<file path="src/rtl/key_voice_allocator.sv">
// Polyphonic voice allocator: PS/2 key events -> per-voice note frequency and linear attack/release volume.
// Define SUSTAIN_PEDAL_EN to turn the space bar (scancode 29) into a sustain pedal.
module key_voice_allocator #(
  parameter int               VOICES       = 4,
  parameter int               FREQ_W       = 16,
  parameter int               VOL_W        = 20,
  parameter logic [VOL_W-1:0] VOL_MAX      = 20'h80000,
  parameter logic [VOL_W-1:0] ATTACK_STEP  = 20'h04000,
  parameter logic [VOL_W-1:0] RELEASE_STEP = 20'h01000,
  parameter int               TICK_DIV     = 24000
) (
  input  logic                     clk_sys,
  input  logic                     reset,
  input  logic [10:0]              ps2_key,
  output logic [VOICES*FREQ_W-1:0] frequencies,
  output logic [VOICES*VOL_W-1:0]  voice_volumes,
  output logic [VOICES-1:0]        voice_active,
  output logic [2:0]               octave,
  output logic                     key_event
);

  localparam int         PTR_W     = (VOICES > 1) ? $clog2(VOICES) : 1;
  localparam int         PRE_W     = (TICK_DIV > 1) ? $clog2(TICK_DIV) : 1;
  localparam logic [7:0] SC_OCT_DN = 8'h1A;
  localparam logic [7:0] SC_OCT_UP = 8'h22;
`ifdef SUSTAIN_PEDAL_EN
  localparam logic [7:0] SC_PEDAL  = 8'h29;
`endif

  typedef enum logic [1:0] {V_IDLE, V_ATTACK, V_SUSTAIN, V_RELEASE} voice_state_t;

  voice_state_t      state   [VOICES];
  voice_state_t      state_n [VOICES];
  logic [7:0]        code    [VOICES];
  logic [7:0]        code_n  [VOICES];
  logic [VOL_W-1:0]  vol     [VOICES];
  logic [VOL_W-1:0]  vol_n   [VOICES];
  logic [FREQ_W-1:0] freq    [VOICES];
  logic [FREQ_W-1:0] freq_n  [VOICES];
  logic [PTR_W-1:0]  steal_ptr, steal_ptr_n;
  logic [2:0]        octave_n;
  logic              key_event_n;
  logic              prev_toggle;
  logic [PRE_W-1:0]  prescaler;
  logic              tick;
  logic [VOICES-1:0] touched;
`ifdef SUSTAIN_PEDAL_EN
  logic              pedal, pedal_n;
  logic [VOICES-1:0] pending, pending_n;
`endif

  logic              ev, pressed;
  logic [7:0]        sc;
  logic [9:0]        base;
  logic [13:0]       shifted;
  logic [FREQ_W-1:0] note_freq;
  logic              held, rel_found, idle_found;
  logic [PTR_W-1:0]  rel_idx, idle_idx, target;
  logic [VOL_W:0]    att_sum;

  assign ev      = (ps2_key[10] != prev_toggle) && !ps2_key[8];
  assign pressed = ps2_key[9];
  assign sc      = ps2_key[7:0];
  assign tick    = (prescaler == PRE_W'(TICK_DIV - 1));

  always_comb begin
    case (sc)
      8'h1C:   base = 10'd262;
      8'h1D:   base = 10'd277;
      8'h1B:   base = 10'd294;
      8'h24:   base = 10'd311;
      8'h23:   base = 10'd330;
      8'h2B:   base = 10'd349;
      8'h2C:   base = 10'd370;
      8'h34:   base = 10'd392;
      8'h35:   base = 10'd415;
      8'h33:   base = 10'd440;
      8'h3C:   base = 10'd466;
      8'h3B:   base = 10'd494;
      8'h42:   base = 10'd523;
      default: base = 10'd0;
    endcase
    shifted   = {4'b0, base} << octave;
    note_freq = FREQ_W'(shifted >> 2);
  end

  always_comb begin
    state_n     = state;
    code_n      = code;
    vol_n       = vol;
    freq_n      = freq;
    steal_ptr_n = steal_ptr;
    octave_n    = octave;
    key_event_n = 1'b0;
    touched     = '0;
    held        = 1'b0;
    rel_found   = 1'b0;
    idle_found  = 1'b0;
    rel_idx     = '0;
    idle_idx    = '0;
    target      = '0;
    att_sum     = '0;
`ifdef SUSTAIN_PEDAL_EN
    pedal_n     = pedal;
    pending_n   = pending;
`endif

    for (int i = 0; i < VOICES; i++) begin
      if ((state[i] == V_ATTACK || state[i] == V_SUSTAIN) && code[i] == sc) held = 1'b1;
      if (!rel_found && state[i] == V_RELEASE && code[i] == sc) begin
        rel_found = 1'b1;
        rel_idx   = PTR_W'(i);
      end
      if (!idle_found && state[i] == V_IDLE) begin
        idle_found = 1'b1;
        idle_idx   = PTR_W'(i);
      end
    end

    if (ev) begin
      if (pressed && sc == SC_OCT_DN) begin
        if (octave != 3'd0) octave_n = octave - 3'd1;
      end else if (pressed && sc == SC_OCT_UP) begin
        if (octave < 3'd4) octave_n = octave + 3'd1;
`ifdef SUSTAIN_PEDAL_EN
      end else if (sc == SC_PEDAL) begin
        pedal_n = pressed;
        if (!pressed && pedal) begin
          for (int i = 0; i < VOICES; i++) begin
            if (pending[i]) begin
              pending_n[i] = 1'b0;
              state_n[i]   = V_RELEASE;
              touched[i]   = 1'b1;
            end
          end
        end
`endif
      end else if (base != 10'd0 && pressed) begin
        if (held) begin
`ifdef SUSTAIN_PEDAL_EN
          // A key struck again under the pedal is physically held once more.
          for (int i = 0; i < VOICES; i++) begin
            if ((state[i] == V_ATTACK || state[i] == V_SUSTAIN) && code[i] == sc) pending_n[i] = 1'b0;
          end
`endif
        end else if (rel_found) begin
          state_n[rel_idx] = V_ATTACK;
          touched[rel_idx] = 1'b1;
          key_event_n      = 1'b1;
        end else begin
          target = idle_found ? idle_idx : steal_ptr;
          if (!idle_found) begin
            steal_ptr_n = (steal_ptr == PTR_W'(VOICES - 1)) ? '0 : steal_ptr + PTR_W'(1);
          end
          state_n[target] = V_ATTACK;
          vol_n[target]   = '0;
          freq_n[target]  = note_freq;
          code_n[target]  = sc;
          touched[target] = 1'b1;
          key_event_n     = 1'b1;
`ifdef SUSTAIN_PEDAL_EN
          pending_n[target] = 1'b0;
`endif
        end
      end else if (base != 10'd0) begin
        for (int i = 0; i < VOICES; i++) begin
          if ((state[i] == V_ATTACK || state[i] == V_SUSTAIN) && code[i] == sc) begin
`ifdef SUSTAIN_PEDAL_EN
            if (pedal) pending_n[i] = 1'b1;
            else       state_n[i]   = V_RELEASE;
`else
            state_n[i] = V_RELEASE;
`endif
            touched[i]  = 1'b1;
            key_event_n = 1'b1;
          end
        end
      end
    end

    // Envelope step; a voice touched by this cycle's key event skips the tick.
    if (tick) begin
      for (int i = 0; i < VOICES; i++) begin
        if (!touched[i]) begin
          case (state[i])
            V_ATTACK: begin
              att_sum = {1'b0, vol[i]} + {1'b0, ATTACK_STEP};
              if (att_sum >= {1'b0, VOL_MAX}) begin
                vol_n[i]   = VOL_MAX;
                state_n[i] = V_SUSTAIN;
              end else begin
                vol_n[i] = att_sum[VOL_W-1:0];
              end
            end
            V_RELEASE: begin
              if (vol[i] <= RELEASE_STEP) begin
                vol_n[i]   = '0;
                freq_n[i]  = '0;
                state_n[i] = V_IDLE;
              end else begin
                vol_n[i] = vol[i] - RELEASE_STEP;
              end
            end
            default: ;
          endcase
        end
      end
    end
  end

  always_ff @(posedge clk_sys) begin
    prev_toggle <= ps2_key[10];
    if (reset) begin
      for (int i = 0; i < VOICES; i++) begin
        state[i] <= V_IDLE;
        code[i]  <= '0;
        vol[i]   <= '0;
        freq[i]  <= '0;
      end
      steal_ptr <= '0;
      octave    <= 3'd2;
      key_event <= 1'b0;
      prescaler <= '0;
`ifdef SUSTAIN_PEDAL_EN
      pedal     <= 1'b0;
      pending   <= '0;
`endif
    end else begin
      state     <= state_n;
      code      <= code_n;
      vol       <= vol_n;
      freq      <= freq_n;
      steal_ptr <= steal_ptr_n;
      octave    <= octave_n;
      key_event <= key_event_n;
      prescaler <= tick ? '0 : prescaler + PRE_W'(1);
`ifdef SUSTAIN_PEDAL_EN
      pedal     <= pedal_n;
      pending   <= pending_n;
`endif
    end
  end

  for (genvar g = 0; g < VOICES; g++) begin : g_out
    assign frequencies[g*FREQ_W +: FREQ_W]  = freq[g];
    assign voice_volumes[g*VOL_W +: VOL_W]  = vol[g];
    assign voice_active[g]                  = (state[g] != V_IDLE);
  end

endmodule

</file>
<file path="config.mk">
export PLATFORM = sky130hd
export DESIGN_NAME = key_voice_allocator
export DESIGN_NICKNAME = d
export VERILOG_FILES = /design/src/rtl/key_voice_allocator.sv
export SDC_FILE = /design/constraint.sdc
export NUM_CORES = 1
export LEC_CHECK = 0
export CAP_MARGIN = 10
export CORE_MARGIN = 1
export CORE_UTILIZATION = 69
export CTS_BUF_LIST = sky130_fd_sc_hd__clkbuf_16
export DETAILED_ROUTE_END_ITERATION = 10
export DONT_BUFFER_PORTS = 1
export GPL_TIMING_DRIVEN = 0
export PLACE_DENSITY_LB_ADDON = 0.12
export SETUP_SLACK_MARGIN = 0.2
export SLEW_MARGIN = 5
export SYNTH_ARGS = -nofsm -noshare
export SYNTH_HDL_FRONTEND = slang
export SYNTH_SLANG_ARGS = --single-unit
</file>
<file path="constraint.sdc">
create_clock -name clk_sys -period 5.3 [get_ports clk_sys]
set_input_delay 1.06 -clock clk_sys [delete_from_list [all_inputs] [get_ports clk_sys]]
set_output_delay 1.06 -clock clk_sys [all_outputs]
set_load 0.005 [all_outputs]
</file>
Yosys cells after proc, flatten, opt, wreduce, memory -nomap -nowiden
Cells that the tools add are included.
{ "totals": {"regBits": 206, "latchBits": 0, "ram_bits": 0, "romBits": 0, "inputBits": 13, "word_cells": 276, "n_memories": 0} }
{ "op_classes": {"add_sub_neg": 12, "n_mul": 0, "n_div": 0, "n_lt_le_gt_ge": 17, "n_eq_ne": 35, "shift": 1, "mux": 124, "bitwise": 16, "reduce_logical": 50} }
{ "ops": {"columns": ["op", "count"], "rows": [
  ["$mux W80", 7],
  ["$mux W64", 7],
  ["$mux W20", 13],
  ["$mux W16", 13],
  ["$pmux W20 S2", 4],
  ["$pmux W10 S13", 1],
  ["$add A20 B15 Y21 const B", 4],
  ["$ge A21 B20 Y1 const B", 4],
  ["$and A80 B80 Y80", 1],
  ["$eq A8 B6 Y1 const B", 10],
  ["$le A20 B13 Y1 const B", 4],
  ["$not A80 Y80", 1],
  ["$sub A20 B13 Y20 const B", 4],
  ["$mux W8", 9],
  ["$bwmux W64", 1],
  ["$mux W2", 24],
  ["$demux W20 S2", 1],
  ["$bwmux W32", 1],
  ["$demux W16 S2", 1],
  ["$eq A8 B5 Y1 const B", 4],
  ["$eq A8 B8 Y1", 4],
  ["$mux W4", 7],
  ["$logic_and A1 B1 Y1", 22],
  ["$mux W1", 22],
  ["37 further kinds", 86]
]} }

Longest topological paths before layout
Gate-level depths: netlist of run 1.
{ "logic_depth": {"depth_word": 32, "ltp_mapped": 14} }

Worst setup path before layout of run 1
Ideal clock, no wire load.
{ "synth_timing": {"path_kind": "input -> register", "startpoint": "input port ps2_key[3]", "endpoint": "register vol (netlist bit voice_volumes[69])", "setup_time_ns": 0.131, "arrival_ns": 3.403, "slack_ns": 1.766, "path_stages": 13, "n_path_buf": 5, "cell_sequence": "buf_2 > or4_4 > nor2_4 > a21o_4 > buf_6 > nand4_1 > or3_1 > buf_6 > or2_1 > buf_2 > a22oi_4 > buf_6 > nor3b_1"} }
{ "synth_via": {"elab_chain_cells": 27, "word_cells_on_any_way": 71} }
{ "synth_lines": {"columns": ["element", "line", "source"], "rows": [
  ["from (decl)", "14", "input logic [10:0] ps2_key,"],
  ["$eq A8 B8 Y1", "109, 110", null],
  ["$logic_and A1 B1 Y1", "110", "if (!rel_found && state[i] == V_RELEASE && code[i] == sc) begin"],
  ["$mux W1", "110", null],
  ["$logic_not A1 Y1", "110", null],
  ["$logic_and A1 B1 Y1 (2 in series)", "110", null],
  ["$mux W1", "110", null],
  ["$logic_not A1 Y1", "110", null],
  ["$logic_and A1 B1 Y1 (2 in series)", "110", null],
  ["[9 not listed]", null, null],
  ["$mux W4", "146", "end else if (rel_found) begin"],
  ["$mux W4", "139", "if (held) begin"],
  ["$mux W4", "138", "end else if (base != 10'd0 && pressed) begin"],
  ["$mux W4", "123", "end else if (pressed && sc == SC_OCT_UP) begin"],
  ["$mux W4", "121", "if (pressed && sc == SC_OCT_DN) begin"],
  ["$mux W4", "120", "if (ev) begin"],
  ["$mux W20", "184", "if (!touched[i]) begin"],
  ["$mux W80 *", "182", "if (tick) begin"],
  ["to (signal assigned)", "231", "vol <= vol_n;"],
  ["to (decl)", "36", "logic [VOL_W-1:0] vol [VOICES];"]
]} }
Mark *: on every way between the ends. The rest lies on a longest branch, timed or not.
A chain may end at the register's enable or synchronous reset.

Final worst setup path of run 1
{ "layout_timing": {"startpoint": "input port ps2_key[1]", "endpoint": "register freq (netlist bit frequencies[2])"} }
{ "layout_via": {"elab_chain_cells": 27, "word_cells_on_any_way": 73} }
{ "layout_lines": {"columns": ["element", "line", "source"], "rows": [
  ["$eq A8 B8 Y1", "109, 110, 167", null],
  ["$logic_and A1 B1 Y1", "110", null],
  ["$mux W1", "110", null],
  ["$logic_not A1 Y1", "110", null],
  ["$logic_and A1 B1 Y1 (2 in series)", "110", null],
  ["$mux W1", "110", null],
  ["$logic_not A1 Y1", "110", null],
  ["$logic_and A1 B1 Y1 (2 in series)", "110", null],
  ["[9 not listed]", null, null],
  ["$mux W4", "146", null],
  ["$mux W4", "139", null],
  ["$mux W4", "138", null],
  ["$mux W4", "123", null],
  ["$mux W4", "121", null],
  ["$mux W4", "120", null],
  ["$mux W16", "184", null],
  ["$mux W64 *", "182", null],
  ["to (signal assigned)", "232", "freq <= freq_n;"],
  ["to (decl)", "38", "logic [FREQ_W-1:0] freq [VOICES];"]
]} }
Marked as above.

==> results of run 1 <==
==> worst max-delay path, cell delays in order <==
cell,delay (ps)
buf_2,200
buf_2,290
xor2_1,100
nor4_1,590
nand3_1,210
a41oi_1,430
o31ai_2,150
buf_2,210
o21ai_0,590
buf_2,340
nor3_1,80
==> metrics by stage <==
stage          cell area (sq um)  power (uW)  hold slack (ps)  instances
4_1_cts                    11400        3160              466       1504
6_report                   11400        3160              467       1504
3_3_place_gp               10800        1740              446       1468
3_5_place_dp               10800        1740              454       1468
5_1_grt                    11400        3240              478       1504
2_1_floorplan              10600        1700              430       1284
==> final cells by class <==
cell class | count | area (sq um)
well taps | 184 | 230
fillers | 1066 | 3310
multi-input cells | 948 | 5880
clock buffers | 21 | 526
clock inverters | 15 | 134
inverters | 41 | 154
flip-flops and latches | 206 | 4120
plain buffers | 89 | 400
==> report_power, final <==
part	switching (uW)	internal (uW)	total (uW)
Sequential	6.71	1550	1560
Combinational	109	45.9	155
Clock	618	822	1440
Total	734	2420	3160
==> cell usage after synthesis (all sizes together), types with 34 or more instances <==
cell type,n
ha,34
nor3,50
dfxtp,206
a21oi,103
inv,39
nand2,174
nand3,39
nor3b,53
xor2,48
buf,35
nor2,103
clkbuf,54
==> sequential cells by signal, indices dropped and copies added, names as in the netlist <==
name and cells:
key_event 1, prescaler 15, voice_volumes 80, frequencies 64
octave 3, state 8, prev_toggle 1, code 32
steal_ptr 2
==> logic make-up after synthesis <==
family	count (synthesis)	share of synthesized area
flip-flops	206	0.391
XOR/XNOR	65	0.0539
adder cells (fa/ha/maj)	35	0.0422
buffers and inverters	130	0.0525
multiplexers	14	0.0151
AO/OA/AOI/OAI	277	0.176
AND/OR/NAND/NOR	557	0.270
==> worst max path at each step <==
stage	start	endpoint	slack [ps]	cells after the start
2_1_floorplan	ps2_key[3]	voice_volumes[69]	1770	13
3_3_place_gp	ps2_key[3]	frequencies[2]	1160	11
3_5_place_dp	ps2_key[3]	frequencies[3]	1090	11
4_1_cts	ps2_key[1]	state[5]	1590	13
5_1_grt	ps2_key[1]	frequencies[3]	1380	11
6_report	ps2_key[1]	frequencies[2]	1430	11
==> metal layers <==
metal	up-vias	part of all wire	track usage
met5	-	0	0
li1	4584	-	-
met3	78	0.11	0.0977
met2	502	0.45	0.595
met4	0	0.029	0.130
met1	4647	0.41	0.469
==> results.py, run 1 <==
metrics = {
    "global_routing": {
        "grt_pass1_wl_microns": 47000,
        "grt_pass1_vias": 9134,
        "antenna_found_initial": 0,
        "grt_max_degree": 15,
        "track_usage": 0.366,
        "grt_overflow": 0,
    },
    "detailed_routing": {
        "drt_iter0_markers": 1021,
        "antenna_left": 0,
        "dr.pass1.iters": 6,
        "wl_microns": 29500,
        "wire_per_inst_microns": 19.6,
        "viasPerCell": 6.52,
        "via_count": 9811,
        "drc_errors": 0,
    },
    "finish": {
        "diodes": 0,
        "final_common_cell": "dfxtp_1",
        "fin_util": 0.776,
        "syn2layout_area_growth_pct": 8.43,
        "drive_gt1_frac": 0.0742,
        "layout_common_cells": "206 x dfxtp_1, 174 x nand2_1, 102 x a21oi_1",
        "layout.nets": 1355,
    },
    "run": {
        "maxCapViolCount": 0,
    },
    "clock_tree": {
        "cts_hold_buf": 0,
        "ctsRootBufferMaster": "clkbuf_16",
        "cts_buffer_depth": 3,
        "cts_tree": "yes",
        "cts_resized": 0,
        "clk_latency_ps": 510,
        "cts_setup_buffers": 0,
        "path_clk_slew_ps": 60,
        "cts_buffers": 21,
        "numClockSinks": 206,
        "cts_htree_levels": 1,
    },
    "synth": {
        "synthCells": 1284,
        "yosysWarningCount": 0,
        "netlist_area_sq_um": 10600,
        "synth.top_cells.by_area": "dfxtp_1 39%, nand2_1 6.2%, a21oi_1 4.8%",
        "synth_top_cell_area_share": 0.391,
        "ys_seq_area_frac": 0.391,
        "synthArstFlopShare": 0,
        "synth_cell_types": 81,
        "yosys_most_used_dff": "dfxtp_1",
        "synth_nets": 1332,
        "syn_avg_cell_area_sq_um": 8.22,
        "synth_edf_count": 0,
        "yosysTopAreaCell": "dfxtp_1",
        "ys_ff_latch": 206,
    },
    "placement": {
        "numPortBuffers": 0,
        "dp_hpwl_microns": 21200,
        "place.gp.congestion": 0.969,
        "pre_cts_slack_ps": 1090,
    },
    "critical_path": {
        "regToRegEndpoint": "frequencies[2]",
        "worstPathRequired_ps": 5690,
        "arrival_ps": 4260,
        "path_max_fanout": 10,
        "worst-r2r-setup-slack_ps": 1910,
        "reg2reg_depth": 11,
        "r2r_start": "prescaler[0]",
        "startpoint_type": "input pin",
        "critPathCaptureType": "flip-flop",
        "crit_type": "in2reg",
    },
    "floorplanning": {
        "dieArea_sq_um": 15800,
        "die_h_microns": 126,
        "core_area_sq_um": 14800,
        "die-width_microns": 126,
        "start_util": 0.716,
        "rows": 44,
        "design.portCount": 165,
    },
    "timing": {
        "min_period_ps": 3870,
        "slew_headroom": 0.239,
        "final-setup-viol-count": 0,
        "slew_violations": 0,
        "finalSetupTns_ps": 0,
        "setup_slack_ps": 1430,
        "worst_slew_pin_slew_ps": 1130,
        "fmax_ghz": 0.258,
        "skew_ps": 16.4,
        "finalHoldViolCount": 0,
        "rsz0062_at_grt": "false",
        "timing.final.crit_share": 0.730,
    },
    "power": {
        "power_density_nw_per_um2": 276,
        "power.leakage_uw": 0.00427,
        "ir_drop_mv": 0.273,
    },
    "hold_path": {
        "hold_class": "reg2reg",
        "hold_start": "prescaler[0]",
        "holdPathStages": 1,
        "hold_end": "prescaler[0]",
    },
    "run_status": {
        "outcome": "finished clean",
    },
}
No activity file was read; power rests on OpenSTA's default activity.
==> run 2: changes to the inputs <==
--- a/config.mk
+++ b/config.mk
@@ -7,7 +7,7 @@
 export LEC_CHECK = 0
 export CAP_MARGIN = 10
 export CORE_MARGIN = 1
-export CORE_UTILIZATION = 69
+export CORE_UTILIZATION = 64
 export CTS_BUF_LIST = sky130_fd_sc_hd__clkbuf_16
 export DETAILED_ROUTE_END_ITERATION = 10
 export DONT_BUFFER_PORTS = 1
==> constraint.sdc (replaced) <==
create_clock -name clk_sys -period 3.9 [get_ports clk_sys]
set_input_delay 0.78 -clock clk_sys [delete_from_list [all_inputs] [get_ports clk_sys]]
set_output_delay 0.78 -clock clk_sys [all_outputs]
set_load 0.005 [all_outputs]
==> run 2 against run 1 <==
Worst hold slack got worse by 190 ps; clock-buffer cell count rose by 2; sequential cell count did not move; via count fell by 1.0%; sequential power rose by 36%; global-route usage fell by 2.4 points; core utilization fell by 5.0 points; non-clock buffer count did not move; first-iteration DRC count fell by 4.4%; register-to-register slack got worse by 1400 ps; die area rose by 7.7%.
==> results.py, run 2 (synthesis results as in run 1) <==
metrics = {
    "power": {
        "ir_drop_mv": 0.335,
        "power_density_nw_per_um2": 391,
        "power.leakage_uw": 0.00432,
    },
    "clock_tree": {
        "cts_setup_buffers": 0,
        "cts_buffers": 23,
        "cts_hold_buf": 0,
        "cts_buffer_depth": 3,
        "clk_latency_ps": 520,
        "numClockSinks": 206,
        "cts_resized": 0,
        "path_clk_slew_ps": 70,
        "cts_tree": "yes",
        "ctsRootBufferMaster": "clkbuf_16",
        "cts_htree_levels": 1,
    },
    "critical_path": {
        "critPathCaptureType": "flip-flop",
        "critPathCapture": "frequencies[3]",
        "slowest_stage": "o21ai_0",
        "crit_type": "reg2reg",
        "startpoint_type": "flip-flop",
        "arrival_ps": 3810,
        "setup.worst_path.start": "prescaler[0]",
        "worst-r2r-setup-slack_ps": 490,
        "r2r_start": "prescaler[0]",
        "regToRegEndpoint": "frequencies[3]",
        "cp_num_cells": 11,
        "path_max_fanout": 10,
        "worstPathRequired_ps": 4300,
        "path_cells": "ha_1 -> and3_1 -> and3_1 -> clkbuf_1 -> nand4_1 -> a31oi_1 -> o31ai_2 -> buf_2 -> o21ai_0 -> buf_2 -> nor3_1",
        "crit_family": "compound AO/OA/AOI/OAI gates",
        "reg2reg_depth": 11,
        "cpPeakStageDelay_ps": 540,
        "critPathBufInv": 3,
    },
    "detailed_routing": {
        "drc_errors": 0,
        "viasPerCell": 6.30,
        "wl_microns": 29600,
        "antenna_left": 0,
        "wire_per_inst_microns": 19.2,
        "drt_iter0_markers": 976,
        "dr.pass1.iters": 5,
        "via_count": 9708,
    },
    "floorplanning": {
        "design.portCount": 165,
        "die-width_microns": 130,
        "dieArea_sq_um": 17000,
        "rows": 46,
        "die_h_microns": 130,
        "core_area_sq_um": 16000,
        "start_util": 0.660,
    },
    "timing": {
        "slew_headroom": 0.264,
        "final-setup-viol-count": 0,
        "timing.final.crit_share": 0.874,
        "worst_slew_pin_slew_ps": 1090,
        "finalHoldViolCount": 0,
        "skew_ps": 16.8,
        "rsz0062_at_grt": "false",
        "slew_violations": 0,
        "fmax_ghz": 0.293,
        "min_period_ps": 3410,
        "finalSetupTns_ps": 0,
    },
    "finish": {
        "layout_common_cells": "206 x dfxtp_1, 174 x nand2_1, 102 x a21oi_1",
        "final_common_cell": "dfxtp_1",
        "syn2layout_area_growth_pct": 10.0,
        "n_fill_cell": 1333,
        "drive_gt1_frac": 0.0830,
        "largest_register_ffs": 80,
        "layout.nets": 1357,
        "diodes": 0,
        "fin_util": 0.726,
    },
    "placement": {
        "place.gp.congestion": 0.961,
        "dp_hpwl_microns": 21300,
        "numPortBuffers": 0,
    },
    "hold_path": {
        "hold_class": "in2reg",
        "hold_start": "ps2_key[10]",
    },
    "global_routing": {
        "grt_max_degree": 16,
        "grt_pass1_vias": 8920,
        "grt_overflow": 0,
        "track_usage": 0.342,
        "antenna_found_initial": 0,
        "grt_pass1_wl_microns": 45700,
    },
    "run": {
        "maxCapViolCount": 0,
    },
    "run_status": {
        "outcome": "finished clean",
    },
}
run 2: through the flow:
stage / setup slack (ps) / power (uW) / hold slack (ps) / cell area (sq um) / instances
floorplan: 646 / 2310 / 430 / 10600 / 1284
global placement: 28.0 / 2370 / 449 / 10800 / 1500
detailed placement: -41.3 / 2370 / 454 / 10800 / 1500
CTS: 506 / 4550 / 274 / 11600 / 1542
global route: 261 / 4660 / 270 / 11600 / 1542
finish: 491 / 4540 / 280 / 11600 / 1542
run 2: final cells by class:
class / instances / area (sq um) / area share
plain buffers: 89 / 400 / 0.0345
clock buffers: 23 / 576 / 0.0495
clock inverters: 19 / 196 / 0.0169
inverters: 41 / 154 / 0.0132
multi-input cells: 948 / 5900 / 0.508
flip-flops and latches: 206 / 4120 / 0.355
well taps: 216 / 270 / 0.0233
run 2: metal layers:
metal | up-vias | track usage | wire length [microns] | share of wire
met4 | 0 | 0.122 | 742 | 0.025
met1 | 4556 | 0.448 | 12300 | 0.42
li1 | 4615 | - | - | -
met2 | 471 | 0.551 | 13300 | 0.45
met5 | - | 0 | 0 | 0
met3 | 66 | 0.0810 | 3200 | 0.11
run 2: worst min-delay path by stage:
stage / to / cells after the start / slack, ps
final: prev_toggle / 0 / 280
after global routing: prev_toggle / 0 / 270
after CTS: prev_toggle / 0 / 270
after detailed placement: prescaler[0] / 1 / 450
after global placement: prescaler[0] / 1 / 450
after floorplan: prescaler[0] / 1 / 430
run 2: where the power goes:
part	leakage (uW)	switching [uW]	internal (uW)	total (uW)
Combinational	0.00227	148	62.5	211
Sequential	0.00166	9.37	2110	2120
Clock	0.000385	920	1290	2210
==> run 3: changes to the inputs <==
--- a/config.mk
+++ b/config.mk
@@ -7,10 +7,11 @@
 export LEC_CHECK = 0
 export CAP_MARGIN = 10
 export CORE_MARGIN = 1
-export CORE_UTILIZATION = 64
+export CORE_UTILIZATION = 30
 export CTS_BUF_LIST = sky130_fd_sc_hd__clkbuf_16
 export DETAILED_ROUTE_END_ITERATION = 10
 export DONT_BUFFER_PORTS = 1
+export GPL_ROUTABILITY_DRIVEN = 0
 export GPL_TIMING_DRIVEN = 0
 export PLACE_DENSITY_LB_ADDON = 0.12
 export SETUP_SLACK_MARGIN = 0.2
==> run 3 against run 2 <==
Clock-buffer cell count is 4 higher; first-iteration DRC count decreased by 47%; via count shrank 3.6%; global-route usage is 15 points lower; sequential share of layout area down 0.99 points; register-to-register slack barely moved; critical path type is now in2reg; critical endpoint is now frequencies[53]; die area is 110% higher; core utilization fell by 38 points.
==> results.py, run 3 (synthesis results as in run 1) <==
metrics = {
    "finish": {
        "diodes": 0,
        "stdcell_area_sq_um": 12000,
        "layout.nets": 1360,
        "largest_register_ffs": 80,
        "final_common_cell": "dfxtp_1",
        "drive_gt1_frac": 0.0759,
        "syn2layout_area_growth_pct": 13.2,
        "layout_common_cells": "206 x dfxtp_1, 174 x nand2_1, 102 x a21oi_1",
    },
    "placement": {
        "numPortBuffers": 0,
        "dp_hpwl_microns": 25400,
        "placed_area_sq_um": 11100,
    },
    "power": {
        "power.leakage_uw": 0.00435,
        "power_frac_comb": 0.046,
        "p_sw_frac": 0.240,
        "power_density_nw_per_um2": 390,
        "clkPwrFrac": 0.499,
        "p_seq_frac": 0.455,
        "ir_drop_mv": 0.335,
        "switchingPower_uw": 1120,
        "internal_power_uw": 3550,
    },
    "critical_path": {
        "crit_family": "simple AND/OR/NAND/NOR gates",
        "critPathCaptureType": "flip-flop",
        "r2r_start": "code[6]",
        "crit_type": "in2reg",
        "worst-r2r-setup-slack_ps": 490,
        "startpoint_type": "input pin",
        "path_cells": "buf_2 -> xor2_1 -> nor4_1 -> nand3_1 -> nand4_1 -> buf_4 -> nor2_1 -> a31oi_1 -> a21o_1 -> buf_2 -> a211oi_1",
        "path_max_fanout": 10,
        "critPathBufInv": 3,
        "regToRegEndpoint": "frequencies[53]",
        "slowest_stage": "nor4_1",
        "reg2reg_depth": 10,
        "path_common_cell": "buf_2",
        "arrival_ps": 3940,
        "setup.worst_path.start": "ps2_key[5]",
        "cpPeakStageDelay_ps": 730,
        "worstPathRequired_ps": 4300,
    },
    "clock_tree": {
        "path_clk_slew_ps": 60,
        "cts_hold_buf": 0,
        "cts_buffer_depth": 3,
        "cts_setup_buffers": 0,
        "numClockSinks": 206,
        "cts_htree_levels": 1,
        "cts_tree": "yes",
        "clk_latency_ps": 540,
        "cts_buffers": 26,
        "ctsRootBufferMaster": "clkbuf_16",
    },
    "detailed_routing": {
        "wire_per_inst_microns": 19.2,
        "drc_errors": 0,
        "via_count": 9354,
        "dr.pass1.iters": 5,
        "viasPerCell": 5.24,
        "wl_microns": 34400,
        "antenna_left": 0,
        "drt_iter0_markers": 522,
    },
    "timing": {
        "finalHoldViolCount": 0,
        "final-setup-viol-count": 0,
        "fmax_ghz": 0.283,
        "rsz0062_at_grt": "false",
        "slew_violations": 0,
        "slew_headroom": 0.229,
        "worst_slew_pin_slew_ps": 1140,
        "min_period_ps": 3540,
        "finalSetupTns_ps": 0,
        "timing.final.crit_share": 0.906,
        "skew_ps": 15.5,
    },
    "global_routing": {
        "met1_usage": 0.245,
        "gr-usage-met2": 0.309,
        "grt_max_degree": 13,
        "busiest_layer": "met2",
        "antenna_found_initial": 1,
        "grt_pass1_vias": 9176,
        "grt_overflow": 0,
        "track_usage": 0.190,
        "grt_pass1_wl_microns": 53500,
        "grtUsageMet3": 0.0568,
    },
    "floorplanning": {
        "die-width_microns": 190,
        "start_util": 0.306,
        "die_h_microns": 190,
        "core_area_sq_um": 34500,
        "design.portCount": 165,
        "rows": 68,
        "dieArea_sq_um": 35900,
    },
    "run": {
        "maxCapViolCount": 0,
    },
    "hold_path": {
        "hold_class": "in2reg",
        "hold_start": "ps2_key[10]",
        "hold_end": "prev_toggle",
        "holdPathStages": 0,
    },
    "run_status": {
        "outcome": "finished clean",
    },
}
## run 3: changes by cell type in the layout (fill, tap and decap cells not counted), sizes merged
| cell | previous run | this run |
|---|---|---|
| clkinvlp | 2 | 0 |
| clkinv | 12 | 16 |
| bufinv | 3 | 2 |
| clkbuf | 77 | 81 |
## run 3: stage by stage
step / std cells / total power, uW / setup WS (ps) / hold slack (ps) / util
global route: 1786 / 4850 / 215 / 245 / 0.346
global placement: 1739 / 2380 / -465 / 450 / 0.322
CTS: 1786 / 4750 / 338 / 244 / 0.346
detailed placement: 1739 / 2380 / -465 / 456 / 0.322
finish: 1786 / 4670 / 365 / 267 / 0.346
floorplan: 1284 / 2310 / 646 / 430 / -
## run 3: layout make-up
class,count,area (sq um)
buffer,89,400
clock buffer,27,676
clock inverter,20,136
fill,3734,22600
inverter,41,154
multi-input combinational,948,5890
sequential,206,4120
tap,455,569
## run 3: power groups by stage
stage          combinational, uW  clock [uW]  sequential [uW]
3_3_place_gp                 215           0             2170
2_1_floorplan                144           0             2160
4_1_cts                      215        2410             2120
6_report                     215        2330             2120
3_5_place_dp                 214           0             2170
5_1_grt                      234        2490             2120
## run 3: how the worst max path moves through the flow
stage               cells past startpoint                 to
floorplan                              13  voice_volumes[69]
global placement                       10    frequencies[35]
detailed placement                     10    frequencies[39]
CTS                                    11     frequencies[4]
global route                           11    frequencies[58]
finish                                 11    frequencies[53]
## run 3: what timing repair did
item                                    in CTS  in global routing
endpoints found under the setup margin      10                 28
cloned                                       0                  0
gates resized for setup                      1                  2
## run 3: routing by layer
layer | routed length, microns | vias up
li1 | - | 4603
met1 | 15600 | 4440
met2 | 15400 | 269
met3 | 2740 | 42
met4 | 563 | 0
met5 | 0 | -
